File: src/rtl/alu_control_mc_if.sv
`default_nettype none
// ============================================================================
//  Module      : alu_control_mc_if
//  Description : Request/response bundle for the multi-cycle ALU control
//                block. The master drives requests and accepts results; the
//                slave (the ALU) consumes requests and returns results.
//  Revision    : 1.0  initial release
// ============================================================================
interface alu_control_mc_if #(
    parameter int WIDTH = 32
);
    logic             in_valid;
    logic             in_ready;
    logic [1:0]       alu_op;
    logic [5:0]       funct;
    logic [WIDTH-1:0] a;
    logic [WIDTH-1:0] b;
    logic             out_valid;
    logic             out_ready;
    logic [WIDTH-1:0] result;
    logic [WIDTH-1:0] result_hi;
    logic [2:0]       op_code;
    logic             zero;
    logic             illegal;

    modport master (
        output in_valid, alu_op, funct, a, b, out_ready,
        input  in_ready, out_valid, result, result_hi, op_code, zero, illegal
    );

    modport slave (
        input  in_valid, alu_op, funct, a, b, out_ready,
        output in_ready, out_valid, result, result_hi, op_code, zero, illegal
    );
endinterface
`default_nettype wire

File: src/rtl/alu_control_mc.sv
`default_nettype none
// ============================================================================
//  Module      : alu_control_mc
//  Description : Multi-cycle ALU control and execute unit. Decodes ALUop/funct
//                into a 3-bit operation code, executes single-cycle ops in one
//                cycle and unsigned mult/divu iteratively (one bit per cycle),
//                and returns results over a valid/ready handshake.
//  Revision    : 1.0  initial release
// ============================================================================
module alu_control_mc #(
    parameter int WIDTH         = 32,
    parameter bit ENABLE_MULDIV = 1'b1
) (
    input  wire logic        clk,
    input  wire logic        rst,
    alu_control_mc_if.slave  bus
);

    localparam logic [2:0] c_OP_ADD  = 3'b010;
    localparam logic [2:0] c_OP_SUB  = 3'b110;
    localparam logic [2:0] c_OP_AND  = 3'b000;
    localparam logic [2:0] c_OP_OR   = 3'b001;
    localparam logic [2:0] c_OP_SLT  = 3'b111;
    localparam logic [2:0] c_OP_MULT = 3'b011;
    localparam logic [2:0] c_OP_DIVU = 3'b100;

    localparam int            c_CW       = (WIDTH > 1) ? $clog2(WIDTH) : 1;
    localparam logic [c_CW-1:0] c_CNT_LAST = c_CW'(WIDTH - 1);

    // EXEC is the one-cycle decode/execute slot between accept and result,
    // which gives single-cycle ops latency 1 and iterative ops latency WIDTH+1.
    typedef enum logic [2:0] {
        S_IDLE = 3'd0,
        S_EXEC = 3'd1,
        S_MUL  = 3'd2,
        S_DIV  = 3'd3,
        S_DONE = 3'd4
    } state_t;

    state_t            state_q, state_d;
    logic [2:0]        op_q, op_d;
    logic              illegal_q, illegal_d;
    logic              zero_q, zero_d;
    logic [WIDTH-1:0]  a_q, a_d;
    logic [WIDTH-1:0]  b_q, b_d;
    logic [WIDTH-1:0]  hi_q, hi_d;
    logic [WIDTH-1:0]  lo_q, lo_d;
    logic [c_CW-1:0]   cnt_q, cnt_d;

    logic [2:0]        w_dec_op;
    logic              w_dec_ill;
    logic [WIDTH:0]    w_sum;
    logic [WIDTH:0]    w_shift;
    logic [WIDTH:0]    w_diff;

    // Decode the incoming request; illegal requests report op_code 000.
    always_comb begin
        w_dec_op  = c_OP_AND;
        w_dec_ill = 1'b0;
        case (bus.alu_op)
            2'b00: w_dec_op = c_OP_ADD;
            2'b01: w_dec_op = c_OP_SUB;
            2'b10: begin
                case (bus.funct)
                    6'b100000: w_dec_op = c_OP_ADD;
                    6'b100010: w_dec_op = c_OP_SUB;
                    6'b100100: w_dec_op = c_OP_AND;
                    6'b100101: w_dec_op = c_OP_OR;
                    6'b101010: w_dec_op = c_OP_SLT;
                    6'b011000: begin
                        if (ENABLE_MULDIV) w_dec_op  = c_OP_MULT;
                        else               w_dec_ill = 1'b1;
                    end
                    6'b011011: begin
                        if (ENABLE_MULDIV) w_dec_op  = c_OP_DIVU;
                        else               w_dec_ill = 1'b1;
                    end
                    default:   w_dec_ill = 1'b1;
                endcase
            end
            default: w_dec_ill = 1'b1;
        endcase
    end

    // One shift-add step ({hi,lo} holds partial product and remaining
    // multiplier bits) and one restoring-division step ({hi,lo} holds
    // partial remainder and quotient/dividend bits).
    always_comb begin
        w_sum   = {1'b0, hi_q} + (lo_q[0] ? {1'b0, a_q} : {(WIDTH + 1){1'b0}});
        w_shift = {hi_q, lo_q[WIDTH-1]};
        w_diff  = w_shift - {1'b0, b_q};
    end

    // Next-state and datapath update.
    always_comb begin
        state_d   = state_q;
        op_d      = op_q;
        illegal_d = illegal_q;
        zero_d    = zero_q;
        a_d       = a_q;
        b_d       = b_q;
        hi_d      = hi_q;
        lo_d      = lo_q;
        cnt_d     = cnt_q;

        case (state_q)
            S_IDLE: begin
                if (bus.in_valid) begin
                    a_d       = bus.a;
                    b_d       = bus.b;
                    op_d      = w_dec_ill ? c_OP_AND : w_dec_op;
                    illegal_d = w_dec_ill;
                    state_d   = S_EXEC;
                end
            end
            S_EXEC: begin
                state_d = S_DONE;
                hi_d    = '0;
                cnt_d   = '0;
                if (illegal_q) begin
                    lo_d = '0;
                end else begin
                    case (op_q)
                        c_OP_ADD: lo_d = a_q + b_q;
                        c_OP_SUB: lo_d = a_q - b_q;
                        c_OP_AND: lo_d = a_q & b_q;
                        c_OP_OR:  lo_d = a_q | b_q;
                        c_OP_SLT: lo_d = ($signed(a_q) < $signed(b_q)) ?
                                         {{(WIDTH - 1){1'b0}}, 1'b1} : '0;
                        c_OP_MULT: begin
                            lo_d    = b_q;
                            state_d = S_MUL;
                        end
                        c_OP_DIVU: begin
                            if (b_q == '0) begin
                                lo_d = '1;
                                hi_d = a_q;
                            end else begin
                                lo_d    = a_q;
                                state_d = S_DIV;
                            end
                        end
                        default: lo_d = '0;
                    endcase
                end
            end
            S_MUL: begin
                hi_d  = w_sum[WIDTH:1];
                lo_d  = {w_sum[0], lo_q[WIDTH-1:1]};
                cnt_d = cnt_q + 1'b1;
                if (cnt_q == c_CNT_LAST) state_d = S_DONE;
            end
            S_DIV: begin
                if (!w_diff[WIDTH]) begin
                    hi_d = w_diff[WIDTH-1:0];
                    lo_d = {lo_q[WIDTH-2:0], 1'b1};
                end else begin
                    hi_d = w_shift[WIDTH-1:0];
                    lo_d = {lo_q[WIDTH-2:0], 1'b0};
                end
                cnt_d = cnt_q + 1'b1;
                if (cnt_q == c_CNT_LAST) state_d = S_DONE;
            end
            S_DONE: begin
                if (bus.out_ready) state_d = S_IDLE;
            end
            default: state_d = S_IDLE;
        endcase

        // Zero flag is latched once, as the result is published.
        if ((state_d == S_DONE) && (state_q != S_DONE))
            zero_d = (lo_d == '0) && !illegal_q;
    end

    // State and datapath registers with synchronous reset.
    always_ff @(posedge clk) begin
        if (rst) begin
            state_q   <= S_IDLE;
            op_q      <= 3'b000;
            illegal_q <= 1'b0;
            zero_q    <= 1'b0;
            a_q       <= '0;
            b_q       <= '0;
            hi_q      <= '0;
            lo_q      <= '0;
            cnt_q     <= '0;
        end else begin
            state_q   <= state_d;
            op_q      <= op_d;
            illegal_q <= illegal_d;
            zero_q    <= zero_d;
            a_q       <= a_d;
            b_q       <= b_d;
            hi_q      <= hi_d;
            lo_q      <= lo_d;
            cnt_q     <= cnt_d;
        end
    end

    assign bus.in_ready  = (state_q == S_IDLE);
    assign bus.out_valid = (state_q == S_DONE);
    assign bus.result    = lo_q;
    assign bus.result_hi = hi_q;
    assign bus.op_code   = op_q;
    assign bus.zero      = zero_q;
    assign bus.illegal   = illegal_q;

endmodule
`default_nettype wire

File: src/flat_wrapper.sv
// flat-port wrapper written by rule: the top's interface ports become plain ports
module alu_control_mc_flat 
#(
    parameter int WIDTH         = 32,
    parameter bit ENABLE_MULDIV = 1'b1
)
  (clk, rst, bus_in_valid, bus_alu_op, bus_funct, bus_a, bus_b, bus_out_ready, bus_in_ready, bus_out_valid, bus_result, bus_result_hi, bus_op_code, bus_zero, bus_illegal);
  alu_control_mc_if #(.WIDTH(WIDTH)) bus_i ();
  input  wire logic clk;
  input  wire logic rst;
  input wire logic [$bits(bus_i.in_valid)-1:0] bus_in_valid;
  input wire logic [$bits(bus_i.alu_op)-1:0] bus_alu_op;
  input wire logic [$bits(bus_i.funct)-1:0] bus_funct;
  input wire logic [$bits(bus_i.a)-1:0] bus_a;
  input wire logic [$bits(bus_i.b)-1:0] bus_b;
  input wire logic [$bits(bus_i.out_ready)-1:0] bus_out_ready;
  output wire logic [$bits(bus_i.in_ready)-1:0] bus_in_ready;
  output wire logic [$bits(bus_i.out_valid)-1:0] bus_out_valid;
  output wire logic [$bits(bus_i.result)-1:0] bus_result;
  output wire logic [$bits(bus_i.result_hi)-1:0] bus_result_hi;
  output wire logic [$bits(bus_i.op_code)-1:0] bus_op_code;
  output wire logic [$bits(bus_i.zero)-1:0] bus_zero;
  output wire logic [$bits(bus_i.illegal)-1:0] bus_illegal;
  assign bus_i.in_valid = bus_in_valid;
  assign bus_i.alu_op = bus_alu_op;
  assign bus_i.funct = bus_funct;
  assign bus_i.a = bus_a;
  assign bus_i.b = bus_b;
  assign bus_i.out_ready = bus_out_ready;
  assign bus_in_ready = bus_i.in_ready;
  assign bus_out_valid = bus_i.out_valid;
  assign bus_result = bus_i.result;
  assign bus_result_hi = bus_i.result_hi;
  assign bus_op_code = bus_i.op_code;
  assign bus_zero = bus_i.zero;
  assign bus_illegal = bus_i.illegal;
  alu_control_mc #(.WIDTH(WIDTH), .ENABLE_MULDIV(ENABLE_MULDIV)) u_core (.clk(clk), .rst(rst), .bus(bus_i));
endmodule
File: config.mk
export PLATFORM = sky130hd
export DESIGN_NAME = alu_control_mc_flat
export DESIGN_NICKNAME = d
export VERILOG_FILES = /design/src/rtl/alu_control_mc_if.sv /design/src/rtl/alu_control_mc.sv /design/src/flat_wrapper.sv
export SDC_FILE = /design/constraint.sdc
export NUM_CORES = 1
export LEC_CHECK = 0
export CAP_MARGIN = 25
export CORE_UTILIZATION = 52
export CTS_CLUSTER_DIAMETER = 80
export CTS_CLUSTER_SIZE = 8
export DETAILED_ROUTE_END_ITERATION = 8
export GPL_TIMING_DRIVEN = 0
export PLACE_DENSITY = 0.73
export SETUP_SLACK_MARGIN = 0.02
export SLEW_MARGIN = 20
export SYNTH_ARGS = -nofsm -noshare
export SYNTH_HDL_FRONTEND = slang
export SYNTH_SLANG_ARGS = --single-unit
File: constraint.sdc
create_clock -name clk -period 9.4 [get_ports clk]
set_input_delay 1.88 -clock clk [delete_from_list [all_inputs] [get_ports clk]]
set_output_delay 1.88 -clock clk [all_outputs]
set_load 0.02 [all_outputs]
==> results of run 1 <==
==> cell usage in the layout, fill, tap and decap left out, types with 11 or more instances in the layout <==
master / netlist / final
xnor2_1: 46 / 46
nor4_1: 23 / 23
dfxtp_1: 141 / 141
a21o_1: 47 / 47
nor2b_1: 20 / 20
buf_2: 19 / 19
o221ai_1: 16 / 16
nand3_1: 38 / 38
o21ai_0: 106 / 106
nor3_1: 65 / 64
o211ai_1: 16 / 16
o21bai_1: 20 / 20
nand2b_1: 31 / 31
ha_1: 179 / 179
xor2_1: 31 / 31
or3_1: 11 / 11
o31ai_1: 19 / 19
and3_1: 23 / 23
clkbuf_16: 0 / 17
nor2_1: 223 / 223
clkdlybuf4s50_1: 0 / 145
a221oi_1: 30 / 30
clkbuf_1: 105 / 107
o22ai_1: 11 / 11
o21ai_1: 15 / 15
nand4_1: 15 / 15
a22oi_1: 20 / 20
a221o_1: 14 / 14
a21oi_1: 262 / 262
nand2_1: 312 / 312
and2_1: 39 / 39
inv_1: 107 / 107
a211oi_1: 31 / 31
==> worst reg2reg max path, delay by kind of cell, from the launching register on <==
family | cells | cell delay (ns)
adders and majority gates | 2 | 0.79
xor gates and xnor gates | 1 | 0.25
and+or+nand+nor | 4 | 0.94
AOI/OAI and AO/OA | 7 | 2.51
DFF | 1 | 0.46
==> area by class of cell <==
class                           count  area [um2]  area share [%]
Antenna cell                        1        2.50          0.0137
Clock inverter                     11         158           0.864
Inverter                          111         417            2.28
Multi-Input combinational cell   1845       11900            65.0
Clock buffer                       21         460            2.52
Buffer                            134         546            2.99
Sequential cell                   141        2820            15.5
Tap cell                          390         488            2.67
Timing Repair Buffer              150        1500            8.22
==> cell usage after synthesis (7+ instances only) <==
cell | count | share of area, %
a2111oi_0 | 8 | 0.45
a211o_1 | 9 | 0.50
a211oi_1 | 31 | 1.5
a21o_1 | 47 | 2.3
a21oi_1 | 262 | 8.4
a221o_1 | 14 | 0.90
a221oi_1 | 30 | 1.7
a22oi_1 | 20 | 0.96
a311oi_1 | 9 | 0.50
a31oi_1 | 10 | 0.40
and2_1 | 39 | 1.6
and3_1 | 23 | 0.92
and3b_1 | 7 | 0.39
buf_1 | 7 | 0.17
buf_2 | 19 | 0.61
clkbuf_1 | 105 | 2.5
dfxtp_1 | 141 | 18
ha_1 | 179 | 14
inv_1 | 107 | 2.6
mux2i_1 | 10 | 0.64
nand2_1 | 312 | 7.5
nand2b_1 | 31 | 1.2
nand3_1 | 38 | 1.2
nand4_1 | 15 | 0.60
nor2_1 | 223 | 5.4
nor2b_1 | 20 | 0.80
nor3_1 | 65 | 2.1
nor4_1 | 23 | 0.92
o2111ai_1 | 10 | 0.56
o211ai_1 | 16 | 0.77
o21ai_0 | 106 | 3.4
o21ai_1 | 15 | 0.48
o21bai_1 | 20 | 0.96
o221ai_1 | 16 | 0.90
o22ai_1 | 11 | 0.44
o31ai_1 | 19 | 0.91
or3_1 | 11 | 0.44
xnor2_1 | 46 | 2.6
xor2_1 | 31 | 1.7
==> cells by family (layout without fill, tap and decap cells) <==
family | after synthesis | count (layout) | synth area share [%]
multiplexers | 13 | 13 | 0.856
AO/OA/AOI/OAI | 732 | 732 | 31.0
AND/OR/NAND/NOR | 839 | 839 | 24.7
buffers and inverters | 245 | 427 | 6.16
flip-flops | 141 | 141 | 18.1
other | 0 | 1 | 0
adder cells (fa/ha/maj) | 183 | 183 | 14.8
XOR/XNOR | 78 | 78 | 4.42
==> stage by stage <==
step                util (%)  hold WS, ns  power (mW)  area, um2
floorplan                  -        0.466        1.61      15600
global placement        59.3        0.482        2.04      17600
detailed placement      59.4        0.490        2.06      17600
CTS                     61.5        0.503        2.81      18200
global route            61.6        0.538        2.99      18200
finish                  61.6        0.513        2.89      18300
==> final timing paths <==
kind                            slack (ns)               to
worst max-delay path                  4.42  u_core.bus.zero
worst min-delay path                  0.51  u_core.cnt_q[2]
worst max register to register        4.42  u_core.bus.zero
worst min register to register        0.51  u_core.cnt_q[2]
==> routing by layer <==
layer	vias up	global-route usage [%]	share of wire [%]	wire length [um]
met4	0	25.8	5.9	4200
met5	-	0	0	0
met2	1314	68.6	41	29600
li1	8397	-	-	-
met3	241	11.7	13	9380
met1	8970	60.2	40	28600
==> flip-flops by register name (all words and copies together) (netlist names) <==
signal / count
u_core.a_q: 32
u_core.bus.zero: 1
u_core.state_q: 3
u_core.bus.result: 32
u_core.b_q: 32
u_core.bus.result_hi: 32
u_core.bus.op_code: 3
u_core.cnt_q: 5
u_core.bus.illegal: 1
==> report_power, final <==
group / switching, mW / total (mW) / internal, mW
logic: 0.877 / 1.38 / 0.498
registers: 0.0968 / 0.745 / 0.648
clock network: 0.332 / 0.768 / 0.436
==> flow_summary.json, run 1 <==
{
  "status": "finished clean",
  "min_period_ns": 4.98,
  "synth_area_um2": 15600,
  "cts_tree": "built",
  "critPathMaxFanout": 7,
  "drt_pre_antenna_iters": 7,
  "netlist-cell-type-count": 96,
  "via_per_inst": 6.75,
  "ios": 147,
  "grt_pass1_vias": 17400,
  "fin_setup_tns_ns": 0,
  "worst-r2r-cell-count": 14,
  "setup_slack_ns": 4.42,
  "end_kind": "register",
  "clock_sink_count": 141,
  "post-cts-setup-buffers": 0,
  "grt_max_degree": 17,
  "antenna_left": 0,
  "synthArstFlopShare_pct": 0,
  "initial_core_util_pct": 52.7,
  "path_buf_inv": 0,
  "die_height_um": 175,
  "whs_path_depth": 2,
  "synth_area_per_cell_um2": 7.01,
  "startpoint": "u_core.b_q[0]",
  "final_nets": 2659,
  "fin_skew_ns": 0.0158,
  "vdd_drop_max_uv": 96.4,
  "drive_gt1_share_pct": 3.85,
  "clk_latency_ns": 0.47,
  "worst_ep_arrival_time_ns": 5.38,
  "coreArea_um2": 29600,
  "track_usage_pct": 46.0,
  "antenna_found_initial": 1,
  "path_clk_slew_ns": 0.07,
  "hold_buffers": 0,
  "vias": 18900,
  "path_delay_family": "compound AO/OA/AOI/OAI gates",
  "fill_cells": 2753,
  "r2r_start": "u_core.b_q[0]",
  "finalSetupViolCount": 0,
  "num_rows": 63,
  "yosys_register_bits": 141,
  "hold_path.startpoint": "u_core.cnt_q[2]",
  "worst_pin_slew_ns": 1.19,
  "wire_per_inst_um": 25.6,
  "fmax_ghz": 0.201,
  "grt_pass1_wl_um": 106000,
  "synth.net_count": 2490,
  "path_cells": "ha_1 > fa_1 > a211oi_2 > o211ai_2 > nand3_2 > nand3_1 > a211oi_1 > o21ai_1 > xnor2_1 > o211ai_1 > o221ai_1 > nand4_1 > nor4_1 > a41o_1",
  "cp-start-kind": "register",
  "cp_slowest_cell": "a211oi_1",
  "dp_hpwl_um": 56400,
  "port_buffers": 145,
  "drt_iter0_markers": 2437,
  "slowest_delay_ns": 0.91,
  "pre_cts_ws_ns": 4.66,
  "die_x_um": 175,
  "power.leakage_nw": 7.42,
  "power_density_nw_per_um2": 158,
  "path_depth": 14,
  "syn_inst": 2231,
  "grt_remaining_overflow": 0,
  "cap_violations": 0,
  "clock_path_buffers": 2,
  "post-route-drc-count": 0,
  "wl_um": 71700,
  "crit_type": "register to register",
  "yosysSeqAreaShare_pct": 18.1,
  "cts_buffers": 17,
  "ys.flop_type": "dfxtp_1",
  "finalHoldViolCount": 0,
  "gp_congestion": 1.04,
  "h-tree-depth": 4,
  "synth-edff-count": 0,
  "rsz0062_at_grt": "false",
  "synth_warnings": 0,
  "required_ns": 9.81,
  "synthToLayoutAreaGrowth_pct": 16.8,
  "final_cells": 2804,
  "die-area_um2": 30800,
  "cts_resized": 0,
  "dp.cells": 2770,
  "drv_slew": 0,
  "maxSlewHeadroom_pct": 20.2,
  "hold_path_class": "register to register",
  "period_share_pct": 52.9,
  "root_buffer": "clkbuf_16"
}
(Power assumes the default switching activity.)
==> inputs of run 2 (changes only) <==
PLACE_DENSITY = 0.76   (was 0.73)
clock period = 4.4 ns   (was 9.4 ns; I/O delays follow)
==> run 2 against run 1 <==
Effect of this change:
- the flow now finishes with violations (DRC)
- critical path depth is 2 higher
- highest routed layer is now met5
- final cell count barely moved
- critical path type unchanged
- combinational power grew 120%
- via count is 0.69% lower
- largest cell class unchanged
- register-to-register slack worse by 4.4 ns
- sequential share of layout area decreased by 0.076 points
- die area stayed put
- largest power group unchanged
- total power increased by 120%
- sequential power grew 110%
- first-iteration DRC count increased by 5.9%
==> flow_summary.json, run 2 (synthesis gave the netlist of run 1 again) <==
{
  "status": "complete, but fails checks",
  "violations": "DRC",
  "crit_type": "register to register",
  "post-route-drc-count": 2,
  "worst-r2r-cell-count": 16,
  "die-area_um2": 30800,
  "mostFrequentLayoutCell": "nand2_1",
  "synthToLayoutAreaGrowth_pct": 17.7,
  "vias": 18800,
  "track_usage_pct": 45.2,
  "cts_tree": "built",
  "grt_max_degree": 17,
  "drt_pre_antenna_iters": 9,
  "drive_gt1_share_pct": 5.26,
  "worst_pin_slew_ns": 1.12,
  "cp-start-kind": "register",
  "final_core_util_pct": 62.1,
  "startpoint": "u_core.b_q[0]",
  "power_density_nw_per_um2": 338,
  "multi_input_area_um2": 12000,
  "clock_path_buffers": 2,
  "antenna_found_initial": 3,
  "power.leakage_nw": 7.48,
  "num_rows": 63,
  "min_period_ns": 4.37,
  "critPathMaxFanout": 7,
  "end_kind": "register",
  "clk_latency_ns": 0.46,
  "clock_sink_count": 141,
  "cts_buffers": 17,
  "final_cell_mix": "nand2_1 (312), a21oi_1 (262), nor2_1 (223), ha_1 (177), clkdlybuf4s50_1 (145)",
  "gp_congestion": 1.04,
  "whs_path_depth": 2,
  "worst_ep_arrival_time_ns": 4.72,
  "r2r_start": "u_core.b_q[0]",
  "fmax_ghz": 0.229,
  "fill_cells": 2757,
  "antenna_left": 0,
  "maxSlewHeadroom_pct": 25.6,
  "final_nets": 2661,
  "initial_core_util_pct": 52.7,
  "finalHoldViolCount": 0,
  "grt_pass1_wl_um": 104000,
  "hold_path_class": "register to register",
  "coreArea_um2": 29600,
  "setup_slack_ns": 0.0349,
  "ff_latch_area_um2": 2830,
  "path_clk_slew_ns": 0.08,
  "vdd_drop_max_uv": 280,
  "drv_slew": 0,
  "hold_path.startpoint": "u_core.b_q[22]",
  "h-tree-depth": 4,
  "die_x_um": 175,
  "cap_violations": 0,
  "drt_iter0_markers": 2580,
  "grt_pass1_vias": 17200,
  "finalSetupViolCount": 0,
  "hold_ws_ns": 0.509,
  "dp_hpwl_um": 55700,
  "period_share_pct": 99.2,
  "wl_um": 71100,
  "wire_per_inst_um": 25.4,
  "port_buffers": 145,
  "pre_cts_ws_ns": -0.385,
  "ios": 147,
  "required_ns": 4.76,
  "die_height_um": 175,
  "rsz0062_at_grt": "true",
  "fin_skew_ns": 0.0180,
  "hold_buffers": 0,
  "root_buffer": "clkbuf_16",
  "antenna_cells": 0,
  "grt_remaining_overflow": 0,
  "via_per_inst": 6.70
}
[run 2: power by group]
part	switching, mW	internal [mW]	leakage (nW)	total (mW)
Clock	0.695	0.958	0.300	1.65
Sequential	0.211	1.39	1.16	1.60
Combinational	1.88	1.10	6.02	2.98
Total	2.78	3.45	7.48	6.23
[run 2: worst max-delay path, stage by stage, from the launching register on]
cell,delay (ns)
dfxtp_2,0.46
ha_1,0.26
inv_1,0.08
fa_1,0.43
a21o_1,0.17
a21oi_1,0.28
o211ai_1,0.25
a211oi_2,0.22
buf_4,0.17
o31ai_4,0.10
a31oi_2,0.29
o21ai_2,0.14
xnor2_2,0.18
nor2_1,0.60
nor2_1,0.18
and3b_1,0.22
a41o_1,0.23
[run 2: routing by layer]
metal | routed length (um) | GRT usage (%) | vias up | share of wire (%)
met5 | 32 | 0 | - | 0.045
met4 | 4270 | 24.1 | 4 | 6.0
met3 | 9470 | 13.2 | 275 | 13
met2 | 29400 | 67.6 | 1336 | 41
met1 | 27900 | 58.5 | 8783 | 39
li1 | - | - | 8393 | -
[run 2: per-stage QoR]
stage | instance area (um2) | TNS [ns] | std cells | total power, mW
after floorplan | 15600 | 0 | 2231 | 3.44
after global placement | 17600 | -2.13 | 2766 | 4.36
after detailed placement | 17600 | -2.79 | 2770 | 4.40
after CTS | 18300 | 0 | 2802 | 6.03
after global routing | 18400 | -0.0593 | 2805 | 6.47
final | 18400 | 0 | 2805 | 6.23
[run 2: layout make-up]
class	count	share of cell area, %
tap	390	2.65
buffer	132	3.02
multi-input combinational	1845	65.0
inverter	111	2.26
sequential	141	15.4
clock buffer	20	2.37
timing repair buffer	154	8.26
clock inverter	12	1.01
[run 2: final timing paths]
path / endpoint / slack, ns
worst max-delay path: u_core.bus.zero / 0.03
worst min-delay path: u_core.b_q[22] / 0.51
worst max register to register: u_core.bus.zero / 0.03
worst min register to register: u_core.b_q[22] / 0.51
[run 2: repair_timing]
| action | in CTS | in global routing |
|---|---|---|
| pin swaps | 1 | 2 |
| setup buffers | 1 | 3 |
| endpoints found under the setup margin | 24 | 32 |
| resized for setup | 11 | 34 |
